[config.mk]
export PLATFORM = sky130hd
export DESIGN_NAME = clk_div_1x4
export DESIGN_NICKNAME = d
export VERILOG_FILES = /design/src/rtl/clk_div_1x4.sv
export SDC_FILE = /design/constraint.sdc
export NUM_CORES = 1
export LEC_CHECK = 0
export CAP_MARGIN = 20
export CORE_UTILIZATION = 57
export CTS_BUF_LIST = sky130_fd_sc_hd__clkbuf_8
export DETAILED_ROUTE_END_ITERATION = 12
export MAX_ROUTING_LAYER = met4
export PLACE_DENSITY_LB_ADDON = 0.2
export SETUP_SLACK_MARGIN = 0.05
export SYNTH_ARGS = -nofsm -noshare
export SYNTH_HDL_FRONTEND = slang
export SYNTH_SLANG_ARGS = --single-unit
[constraint.sdc]
create_clock -name clk_in -period 4.8 [get_ports clk_in]
set_clock_uncertainty 0.2 [all_clocks]
set_input_delay 0.48 -clock clk_in [delete_from_list [all_inputs] [get_ports clk_in]]
set_output_delay 0.48 -clock clk_in [all_outputs]
set_load 0.1 [all_outputs]
[src/rtl/clk_div_1x4.sv]
// Four-channel programmable clock divider fed from one source clock.
// Divisor changes take effect only at each channel's period boundary, so no runt pulses are produced.
module clk_div_1x4 #(
    parameter int DIV_W   = 8,
    parameter int RST_DIV = 2
) (
    input  logic               clk_in,
    input  logic               rst,
    input  logic [4*DIV_W-1:0] div_i,
    input  logic               div_valid_i,
    output logic               div_ready_o,
    input  logic [3:0]         clk_en_i,
    output logic [3:0]         clk_out,
    output logic [3:0]         tick_o
);

    typedef enum logic [1:0] {CH_STOP, CH_RUN, CH_DRAIN} ch_state_e;
    typedef enum logic {UPD_IDLE, UPD_PEND} upd_state_e;

    localparam logic [DIV_W-1:0] RST_N = DIV_W'(RST_DIV);

    ch_state_e        ch_q[4], ch_d[4];
    logic [DIV_W-1:0] cnt_q[4], cnt_d[4];
    logic [DIV_W-1:0] div_q[4], div_d[4];
    logic [DIV_W-1:0] pend_q[4], pend_d[4];
    logic [3:0]       applied_q, applied_d;
    logic [3:0]       clk_d, tick_d, wrap_c;
    upd_state_e       upd_q, upd_d;
    logic             accept_c;

    function automatic logic [DIV_W-1:0] clamp_div(input logic [DIV_W-1:0] n);
        return (n < DIV_W'(2)) ? DIV_W'(2) : n;
    endfunction

    assign div_ready_o = (upd_q == UPD_IDLE);

    always_comb begin
        upd_d     = upd_q;
        applied_d = applied_q;
        clk_d     = '0;
        tick_d    = '0;
        wrap_c    = '0;
        accept_c  = (upd_q == UPD_IDLE) && div_valid_i;
        for (int k = 0; k < 4; k++) begin
            ch_d[k]   = ch_q[k];
            cnt_d[k]  = cnt_q[k];
            div_d[k]  = div_q[k];
            pend_d[k] = pend_q[k];
        end

        for (int k = 0; k < 4; k++) begin
            wrap_c[k] = (ch_q[k] != CH_STOP) && (cnt_q[k] == div_q[k] - DIV_W'(1));

            // Stopped channels adopt immediately; running ones only at the wrap edge.
            if (upd_q == UPD_PEND && !applied_q[k] && (ch_q[k] == CH_STOP || wrap_c[k])) begin
                div_d[k]     = pend_q[k];
                applied_d[k] = 1'b1;
            end

            case (ch_q[k])
                CH_STOP: begin
                    cnt_d[k] = '0;
                    if (clk_en_i[k])
                        ch_d[k] = CH_RUN;
                end
                default: begin
                    if (wrap_c[k]) begin
                        cnt_d[k] = '0;
                        ch_d[k]  = clk_en_i[k] ? CH_RUN : CH_STOP;
                    end else begin
                        cnt_d[k] = cnt_q[k] + DIV_W'(1);
                        ch_d[k]  = clk_en_i[k] ? CH_RUN : CH_DRAIN;
                    end
                end
            endcase

            clk_d[k]  = (ch_d[k] != CH_STOP) && (cnt_d[k] < (div_d[k] - (div_d[k] >> 1)));
            tick_d[k] = (ch_d[k] != CH_STOP) && (cnt_d[k] == div_d[k] - DIV_W'(1));
        end

        if (upd_q == UPD_PEND && (&applied_d))
            upd_d = UPD_IDLE;

        if (accept_c) begin
            upd_d     = UPD_PEND;
            applied_d = '0;
            for (int k = 0; k < 4; k++)
                pend_d[k] = clamp_div(div_i[k*DIV_W +: DIV_W]);
        end
    end

    always_ff @(posedge clk_in) begin
        if (rst) begin
            upd_q     <= UPD_IDLE;
            applied_q <= '1;
            clk_out   <= '0;
            tick_o    <= '0;
            for (int k = 0; k < 4; k++) begin
                ch_q[k]   <= CH_STOP;
                cnt_q[k]  <= '0;
                div_q[k]  <= RST_N;
                pend_q[k] <= '0;
            end
        end else begin
            upd_q     <= upd_d;
            applied_q <= applied_d;
            clk_out   <= clk_d;
            tick_o    <= tick_d;
            for (int k = 0; k < 4; k++) begin
                ch_q[k]   <= ch_d[k];
                cnt_q[k]  <= cnt_d[k];
                div_q[k]  <= div_d[k];
                pend_q[k] <= pend_d[k];
            end
        end
    end

endmodule

# Word-level counts from Yosys, hierarchy flattened
# Memory sizes are Yosys's and may differ from the RTL's.
# Cells that the tools add are included.
[classes]
addsub = 16
magnitude_cmp = 8
n_eq_ne = 8
muxes = 63
bitwise_logic = 17
reduce_logical = 44
[op_table]
columns = ["operator", "n"]
rows = [
  ["two-way mux 8 bit", 28],
  ["equality test 8 bit", 8],
  ["subtractor 8 x 1 -> 8 bit, second input constant", 8],
  ["two-way mux 2 bit", 20],
  ["adder 8 x 1 -> 8 bit, second input constant", 4],
  ["less-than comparator 8 x 2 -> 1 bit, second input constant", 4],
  ["less-than comparator 8 bit", 4],
  ["two-way mux 32 bit", 1],
  ["subtractor 8 x 7 -> 8 bit", 4],
  ["logical AND 1 bit", 22],
  ["nonzero test 2 bit", 9],
  ["bitwise OR 1 bit", 16],
  ["two-way mux 1 bit", 13],
  ["zero test 2 bit", 4],
  ["zero test 1 bit", 4],
  ["logical OR 1 bit", 4],
  ["two-way mux 4 bit", 1],
  ["AND reduction 4 bit", 1],
  ["NOT 1 bit", 1],
]
[totals]
reg_bits = 13
ram_bits = 104
input_bits = 39
output_inout_bits = 9
elab_cells = 164
mem_count = 4
[mem_list]
columns = ["memory", "depth", "width", "read_ports", "rd_clocked_by_memory_dff", "write_ports", "line_no", "rtl"]
rows = [
  ["cnt_q", 4, 8, 4, 0, 4, "23", "logic [DIV_W-1:0] cnt_q[4], cnt_d[4];"],
  ["div_q", 4, 8, 4, 0, 4, "24", "logic [DIV_W-1:0] div_q[4], div_d[4];"],
  ["pend_q", 4, 8, 4, 0, 4, "25", "logic [DIV_W-1:0] pend_q[4], pend_d[4];"],
  ["ch_q", 4, 2, 4, 0, 4, "22", "ch_state_e ch_q[4], ch_d[4];"],
]

# Longest topological paths before layout
# Gate-level depths: netlist (run 1).
[logic_depth]
word_depth = 10
ltp_mapped = 27
ltp_nobuf = 27

# Worst setup path after synthesis (run 1)
# OpenSTA, ideal clock, no wires.
[synth_timing]
kind = "reg2reg"
from = "mem div_q[0][0]"
to = "reg clk_out[0]"
setup_ps = 74
arrival_time_ps = 4851
required_ps = 4526
path_slack_ps = -325
path_stages_with_launch = 26
path_buffers = 2
synth_period_minus_slack_ps = 5125
path_cell_list = "dfxtp_1 > clkbuf_1 > inv_1 > ha_1 > xnor2_1 > and4b_1 > a41oi_1 > a211oi_2 > o21ai_2 > clkbuf_1 > mux2i_1 > inv_1 > ha_1 > o21bai_1 > a21oi_1 > nor3_1 > nor2_1 > o21ai_0 > a21o_1 > a21oi_1 > xor2_1 > ha_1 > and4_1 > a211oi_1 > o211ai_1 > a31oi_1"
[synth_lines]
columns = ["element", "line_no", "rtl"]
rows = [
  ["from (decl)", "24", ""],
  ["to (signal assigned)", "107", "clk_out <= clk_d;"],
  ["to (decl)", "13", "output logic [3:0] clk_out,"],
]

==> impl_table.tex, run 1 <==
\begin{tabular}{lr}
\hline
Metric & Value \\
\hline
\multicolumn{2}{l}{\textbf{Timing}} \\
Number of pins exceeding their max-slew limit in the final report & 0 \\
Setup TNS after final layout & 0 ns \\
Rel. slew slack & 30.2\% \\
Share of the cycle needed by the critical path after routing & 96.7\% \\
Worst hold slack across all endpoints & 0.262 ns \\
Final Hold Vio Count & 0 \\
Minimum clock period & 4.64 ns \\
Setup violations, final & 0 \\
Slew at the pin closest to its max-slew limit & 1.04 ns \\
Max Clock Freq & 216 MHz \\
RSZ-0062 raised after global routing & true \\
\multicolumn{2}{l}{\textbf{Global route}} \\
Met2 routing resource usage after global routing & 45.5\% \\
Overall overflow remaining after global route & 0 \\
GRT Resource Usage Total & 28.0\% \\
Layer with the highest usage after global routing & met2 \\
Wire length of the first global-routing pass & 34900 µm \\
Initial antenna violation count & 0 \\
Met3 GRT Util & 5.18\% \\
Pin count of the biggest net entering global routing & 44 \\
Global routing met1 resource utilization & 35.5\% \\
Number of global-route vias before repair & 7252 \\
\multicolumn{2}{l}{\textbf{Drt}} \\
Number of nets with antenna violations after detailed routing & 0 \\
Total number of vias & 7640 \\
DR WL/cell & 15.7 µm \\
Final wirelength & 21200 µm \\
Number of violations reported at the end of detailed-routing iteration 0 & 502 \\
Vias per inst & 5.65 \\
Remaining routing DRC violations & 0 \\
Number of detailed-route iterations in the first pass & 5 \\
\multicolumn{2}{l}{\textbf{Synthesis}} \\
Asr flop ratio synth & 0\% \\
Yosys warning total & 0 \\
Number of standard cells after synthesis & 1070 \\
Top cells by area, synth & dfxtp\_1 (27\%), ha\_1 (14\%), nor2\_1 (6.5\%), xnor2\_1 (6.3\%), xor2\_1 (5.9\%) \\
Fraction of post-synthesis cell area in the top cell type by area & 26.7\% \\
Most common flop cell mapped by yosys & dfxtp\_1 \\
Number of flops mapped to enable cells by yosys & 0 \\
Sequential fraction of the synthesis area & 26.7\% \\
Number of distinct library cells after synthesis & 83 \\
Avg Inst Size Synth & 8.21 µm² \\
Cell taking the most area after synthesis & dfxtp\_1 \\
Register bit count reported by yosys & 117 \\
Net count after synthesis & 1211 \\
Post-synthesis cell area & 8780 µm² \\
\multicolumn{2}{l}{\textbf{Floorplanning}} \\
Standard cell core area & 15100 µm² \\
I/O pins & 48 \\
Initial core utilization & 58.0\% \\
Die footprint & 15900 µm² \\
Die Width & 126 µm \\
Die Y-Extent & 126 µm \\
Total number of placement rows & 45 \\
\multicolumn{2}{l}{\textbf{Pwr}} \\
Clock network power share & 34.4\% \\
Power dissipated by switching net loads & 0.919 mW \\
Power Total & 2.72 mW \\
Relative contribution of sequential cells to total power & 38.8\% \\
Relative contribution of combinational cells to total power & 26.8\% \\
Peak VDD IR & 0.209 mV \\
Fraction of power spent switching nets & 33.8\% \\
Static Leak & 4.40 nW \\
Cell internal pwr & 1.80 mW \\
Power density over the cells & 260 nW/µm² \\
\multicolumn{2}{l}{\textbf{Min path}} \\
Number of cells on the worst hold path & 2 \\
Worst Hold End & pend\_q[1][4]\$\_SDFFE\_PP0P\_ \\
Worst min-delay path class & reg -> reg \\
Startpoint of the most critical hold path & pend\_q[1][4]\$\_SDFFE\_PP0P\_ \\
\multicolumn{2}{l}{\textbf{Final layout}} \\
Total Nets Final & 1292 \\
Post-route core utilization & 69.0\% \\
FF/Latch Area & 2350 µm² \\
Post-layout instance area & 10500 µm² \\
Post-synthesis to final-layout area growth & 19.0\% \\
Antenna diode instance count & 0 \\
\# fillers & 1261 \\
Proportion of layout cells with a drive suffix above 1 & 14.9\% \\
Area of the multi-input gates & 6290 µm² \\
\multicolumn{2}{l}{\textbf{Worst setup path}} \\
Maximum fanout encountered on the critical timing path & 6 \\
Worst reg-to-reg setup slack & 0.16 ns \\
Depth of the worst register-to-register path & 19 \\
Reg-to-reg endpoint & clk\_out[2]\$\_SDFF\_PP0\_ \\
Worst Path Class, Setup & reg -> reg \\
Crit path DAT & 4.80 ns \\
Required @ worst endpoint & 4.96 ns \\
Critical path launch point type & flop \\
Reg-to-Reg Start & div\_q[2][4]\$\_SDFF\_PP0\_ \\
Kind of capture point of the worst setup path & flop \\
\multicolumn{2}{l}{\textbf{Placement}} \\
Number of buffer cells added on primary ports & 47 \\
Gpl congestion & 0.913 \\
Sum of net half-perimeters after detailed placement & 15700 µm \\
Placed instance area & 9700 µm² \\
\multicolumn{2}{l}{\textbf{Job}} \\
Reported max-cap violation count & 0 \\
\multicolumn{2}{l}{\textbf{Run status}} \\
Run status & completed \\
\multicolumn{2}{l}{\textbf{Clocking}} \\
Inserted Clock Buffers & 17 \\
Number of H-tree branching levels & 4 \\
Buffers from clock root to sink, at most & 2 \\
Clock tree from TritonCTS & built \\
Clock root buffer master & clkbuf\_8 \\
Register clock-pin slew on the reported worst setup and hold paths & 0.08 ns \\
Clk Latency, worst-skew pair & 0.46 ns \\
Clock sink count & 117 \\
\hline
\end{tabular}
cell usage after synthesis, types with 8 or more instances:
library cell and number:
nor2_1 151, dfxtp_1 117, ha_1 98, nand2_1 80
a21oi_1 75, inv_1 68, xnor2_1 63, xor2_1 59
nor3_1 40, o21ai_0 32, clkbuf_1 29, mux2i_1 25
nand3_1 20, nand2b_1 19, nor2b_1 11, o21bai_1 11
nor4_1 10, a211oi_1 8, o211ai_1 8
worst max-delay path by stage:
stage | startpoint | endpoint | slack (ns) | depth (start not counted)
after floorplan | div_q[0][0]$_SDFF_PP0_ | clk_out[0]$_SDFF_PP0_ | -0.03 | 25
after global placement | div_q[2][0]$_SDFF_PP0_ | clk_out[2]$_SDFF_PP0_ | 0.12 | 18
after detailed placement | div_q[2][0]$_SDFF_PP0_ | clk_out[2]$_SDFF_PP0_ | -0.04 | 18
after CTS | div_q[2][0]$_SDFF_PP0_ | clk_out[2]$_SDFF_PP0_ | 0.04 | 18
after global routing | div_q[1][0]$_SDFF_PP0_ | clk_out[1]$_SDFF_PP0_ | -0.10 | 23
final | div_q[2][4]$_SDFF_PP0_ | clk_out[2]$_SDFF_PP0_ | 0.16 | 19
layer usage:
layer	wire [µm]	up-vias	share of wire (%)
li1	-	3845	-
met1	9810	3583	46
met2	10200	180	48
met3	842	32	4.0
met4	364	0	1.7
met5	0	-	0
power by group through the flow:
stage / sequential (mW) / combinational [mW] / clock, mW
floorplan: 1.12 / 0.459 / 0
global placement: 1.07 / 0.677 / 0
detailed placement: 1.07 / 0.691 / 0
CTS: 1.05 / 0.699 / 0.954
global route: 1.06 / 0.806 / 0.994
finish: 1.05 / 0.729 / 0.934
final cells by class:
type                            count  share of cell area [%]
Inverter                           70                    2.53
Tap cell                          188                    2.25
Timing Repair Buffer              102                    8.63
Clock buffer                       17                    2.24
Sequential cell                   117                    22.5
Multi-Input combinational cell    843                    60.2
Clock inverter                     15                    1.63
flip-flops by register name (all words and copies together) (netlist names):
name,count
ch_q,8
div_q,32
clk_out,4
cnt_q,32
pend_q,32
applied_q,4
upd_q,1
tick_o,4
critical path: stages (launching register included):
cell	delay, ns
dfxtp_1	0.39
or2_4	0.29
a2111oi_4	0.35
nor2_2	0.09
a2111oi_4	0.39
o21ai_4	0.18
mux2i_4	0.23
buf_4	0.16
ha_1	0.27
o21bai_1	0.10
a21oi_2	0.18
nor2_1	0.06
a221o_1	0.32
a221oi_2	0.26
xor2_1	0.18
ha_1	0.25
and4_1	0.21
a21oi_1	0.14
o211ai_1	0.10
a31oi_1	0.18
metrics by stage:
step | std cells | worst slack (ns)
2_1_floorplan | 1070 | -0.0337
3_3_place_gp | 1311 | 0.123
3_5_place_dp | 1312 | -0.0425
4_1_cts | 1345 | 0.0362
5_1_grt | 1352 | -0.102
6_report | 1352 | 0.160
cells in the final DEF, fill, tap and decap left out, types with 11 or more instances in the layout:
master,instances
nor2_1,146
dfxtp_1,111
ha_1,93
nand2_1,80
a21oi_1,67
inv_1,66
xnor2_1,62
xor2_1,57
buf_4,53
clkdlybuf4s50_1,46
nor3_1,38
o21ai_0,31
nand3_1,20
mux2i_1,20
nand2b_1,19
clkbuf_8,17
o21bai_1,11
nor2b_1,11
cell families after synthesis:
family,Yosys count,synth area share (%)
fa+ha+maj,102,14.9
mux,34,4.54
flops,117,26.7
compound gates,202,15.8
buf+inv,110,4.96
simple gates,381,20.5
xor+xnor,124,12.7
timing repair:
action | in CTS | in global routing
pin swaps | 1 | 18
hold buffers | 0 | 0
gates resized for setup | 6 | 55
setup buffers | 1 | 7
hold endpoints to repair | 0 | 0
endpoints found under the setup margin | 2 | 5
No activity file was read; power rests on OpenSTA's default activity.
==> inputs of run 2 (changes only) <==
--- a/config.mk
+++ b/config.mk
@@ -6,9 +6,11 @@
 export NUM_CORES = 1
 export LEC_CHECK = 0
 export CAP_MARGIN = 20
-export CORE_UTILIZATION = 57
+export CORE_UTILIZATION = 58
 export CTS_BUF_LIST = sky130_fd_sc_hd__clkbuf_8
+export CTS_CLUSTER_SIZE = 10
 export DETAILED_ROUTE_END_ITERATION = 12
+export DONT_BUFFER_PORTS = 1
 export MAX_ROUTING_LAYER = met4
 export PLACE_DENSITY_LB_ADDON = 0.2
 export SETUP_SLACK_MARGIN = 0.05
==> impl_table.tex, run 2 (synthesis results as in run 1) <==
\begin{tabular}{lr}
\hline
Metric & Value \\
\hline
\multicolumn{2}{l}{\textbf{Worst setup path}} \\
Worst Path Class, Setup & reg -> reg \\
Worst reg-to-reg setup slack & 0.11 ns \\
Reg-to-reg endpoint & clk\_out[1]\$\_SDFF\_PP0\_ \\
Crit path DAT & 4.87 ns \\
Highest cell delay on the worst timing path & 0.38 ns \\
Maximum fanout encountered on the critical timing path & 3 \\
Most used cell, CP & nor2\_1 \\
Max stage delay cell, worst path & dfxtp\_4 \\
Reg-to-Reg Start & div\_q[1][0]\$\_SDFF\_PP0\_ \\
Required @ worst endpoint & 4.98 ns \\
Critical path launch point type & flop \\
Count of buffering cells on the critical path with inverters included & 2 \\
CP top delay family & compound AO/OA/AOI/OAI gates \\
Kind of capture point of the worst setup path & flop \\
Depth of the worst register-to-register path & 27 \\
\multicolumn{2}{l}{\textbf{Placement}} \\
Gpl congestion & 0.932 \\
Worst slack, placed & -0.0652 ns \\
Number of buffer cells added on primary ports & 0 \\
Sum of net half-perimeters after detailed placement & 15400 µm \\
\multicolumn{2}{l}{\textbf{Drt}} \\
DR WL/cell & 16.6 µm \\
Remaining routing DRC violations & 2 \\
Total number of vias & 7701 \\
Final wirelength & 22300 µm \\
Number of detailed-route iterations in the first pass & 11 \\
Vias per inst & 5.74 \\
Number of nets with antenna violations after detailed routing & 0 \\
Number of violations reported at the end of detailed-routing iteration 0 & 458 \\
\multicolumn{2}{l}{\textbf{Final layout}} \\
Total Nets Final & 1286 \\
Proportion of layout cells with a drive suffix above 1 & 16.2\% \\
Post-synthesis to final-layout area growth & 18.7\% \\
Most common cell after layout, fill and taps aside & nor2\_1 \\
Post-route core utilization & 71.2\% \\
Antenna diode instance count & 0 \\
Registers with the most flip-flops & cnt\_q: 32 flops, div\_q: 32 flops, pend\_q: 32 flops \\
Commonest cells after routing, fill and taps aside & nor2\_1 (142), dfxtp\_1 (104), ha\_1 (94) \\
\# fillers & 1121 \\
\multicolumn{2}{l}{\textbf{Run status}} \\
Run status & finished, violations left \\
Violated checks & DRC \\
\multicolumn{2}{l}{\textbf{Global route}} \\
Met3 GRT Util & 5.65\% \\
Overall overflow remaining after global route & 0 \\
GRT Resource Usage Total & 29.3\% \\
Layer with the highest usage after global routing & met2 \\
Met2 routing resource usage after global routing & 49.0\% \\
Pin count of the biggest net entering global routing & 88 \\
Number of global-route vias before repair & 7474 \\
Global routing met1 resource utilization & 35.8\% \\
Initial antenna violation count & 0 \\
Wire length of the first global-routing pass & 35900 µm \\
\multicolumn{2}{l}{\textbf{Floorplanning}} \\
Standard cell core area & 14600 µm² \\
Initial core utilization & 60.0\% \\
Total number of placement rows & 44 \\
Die footprint & 15600 µm² \\
I/O pins & 48 \\
Die Width & 125 µm \\
Die Y-Extent & 125 µm \\
\multicolumn{2}{l}{\textbf{Min path}} \\
Worst min-delay path class & in -> reg \\
Worst Hold End & clk\_out[0]\$\_SDFF\_PP0\_ \\
Number of cells on the worst hold path & 3 \\
Startpoint of the most critical hold path & rst \\
\multicolumn{2}{l}{\textbf{Timing}} \\
Rel. slew slack & 34.4\% \\
Minimum clock period & 4.69 ns \\
Number of pins exceeding their max-slew limit in the final report & 0 \\
Share of the cycle needed by the critical path after routing & 97.6\% \\
Slack of the critical path & 0.114 ns \\
Max Clock Freq & 213 MHz \\
Setup violations, final & 0 \\
Final Hold Vio Count & 0 \\
RSZ-0062 raised after global routing & true \\
Slew at the pin closest to its max-slew limit & 0.983 ns \\
\multicolumn{2}{l}{\textbf{Pwr}} \\
Power density over the cells & 266 nW/µm² \\
Static Leak & 4.42 nW \\
Peak VDD IR & 0.204 mV \\
\multicolumn{2}{l}{\textbf{Clocking}} \\
Buffers from clock root to sink, at most & 2 \\
Clock sink count & 117 \\
Inserted Clock Buffers & 17 \\
Number of H-tree branching levels & 4 \\
Clk Latency, worst-skew pair & 0.45 ns \\
Clock tree from TritonCTS & built \\
Register clock-pin slew on the reported worst setup and hold paths & 0.08 ns \\
Clock root buffer master & clkbuf\_8 \\
\multicolumn{2}{l}{\textbf{Job}} \\
Reported max-cap violation count & 0 \\
\hline
\end{tabular}
run 2: changes by cell type in the layout (fill, tap and decap cells not counted), sizes merged:
cell / delta
clkdlybuf4s50: -46
dlygate4sd3: +37
buf: +3
clkbuf: +2
bufinv: +1
clkinv: -1
clkinvlp: -1
inv: -1
run 2: area by class of cell:
class	count	area [µm²]	area share [%]
Tap cell	184	230	2.21
Multi-Input combinational cell	843	6300	60.4
Timing Repair Buffer	96	837	8.03
Sequential cell	117	2360	22.6
Inverter	70	267	2.56
Clock buffer	19	262	2.51
Clock inverter	13	171	1.64
run 2: through the flow:
step / TNS [ns] / hold WS (ns) / instance area (µm²) / power (mW) / instances
floorplan: -0.0337 / 0.236 / 8800 / 1.58 / 1070
CTS: 0 / 0.00167 / 10000 / 2.74 / 1331
finish: 0 / 0.0201 / 10400 / 2.77 / 1342
global placement: 0 / 0.242 / 9220 / 1.69 / 1262
global route: -0.204 / 0.0197 / 10400 / 2.92 / 1342
detailed placement: -0.0652 / 0.247 / 9220 / 1.70 / 1262
run 2: repair_timing:
action,CTS,global route
hold buffers,37,1
endpoints found under the hold margin,90,1
buffers inserted,0,10
pin swaps,0,33
endpoints found under the setup margin,1,5
resized for setup,3,73
run 2: power breakdown:
| part | leakage, nW | internal [mW] | switching [mW] |
|---|---|---|---|
| sequential | 0.958 | 1.01 | 0.100 |
| combinational | 3.25 | 0.297 | 0.359 |
| clock | 0.214 | 0.549 | 0.455 |
run 2: worst reg2reg max path: cells and delay by family, from the launching register on:
family / cells / cell delay [ns]
simple gates: 12 / 1.22
xor+xnor: 2 / 0.27
flops: 1 / 0.38
fa+ha+maj: 4 / 1.12
buf+inv: 2 / 0.13
compound gates: 7 / 1.29
run 2: worst max-delay path by stage:
stage                                 startpoint  slack [ns]                     to  cells after the start
final                     div_q[1][0]$_SDFF_PP0_        0.11  clk_out[1]$_SDFF_PP0_                     27
after global routing      div_q[1][0]$_SDFF_PP0_       -0.16  clk_out[1]$_SDFF_PP0_                     27
after CTS                 cnt_q[1][7]$_SDFF_PP0_        0.06  clk_out[1]$_SDFF_PP0_                     25
after detailed placement  div_q[1][0]$_SDFF_PP0_       -0.07  clk_out[1]$_SDFF_PP0_                     26
after global placement    div_q[1][0]$_SDFF_PP0_        0.04  clk_out[1]$_SDFF_PP0_                     26
after floorplan           div_q[0][0]$_SDFF_PP0_       -0.03  clk_out[0]$_SDFF_PP0_                     25
run 2: metal layers:
metal | vias up | wire, µm
met3 | 34 | 813
met4 | 0 | 331
met2 | 183 | 10800
met5 | - | 0
li1 | 3832 | -
met1 | 3652 | 10300
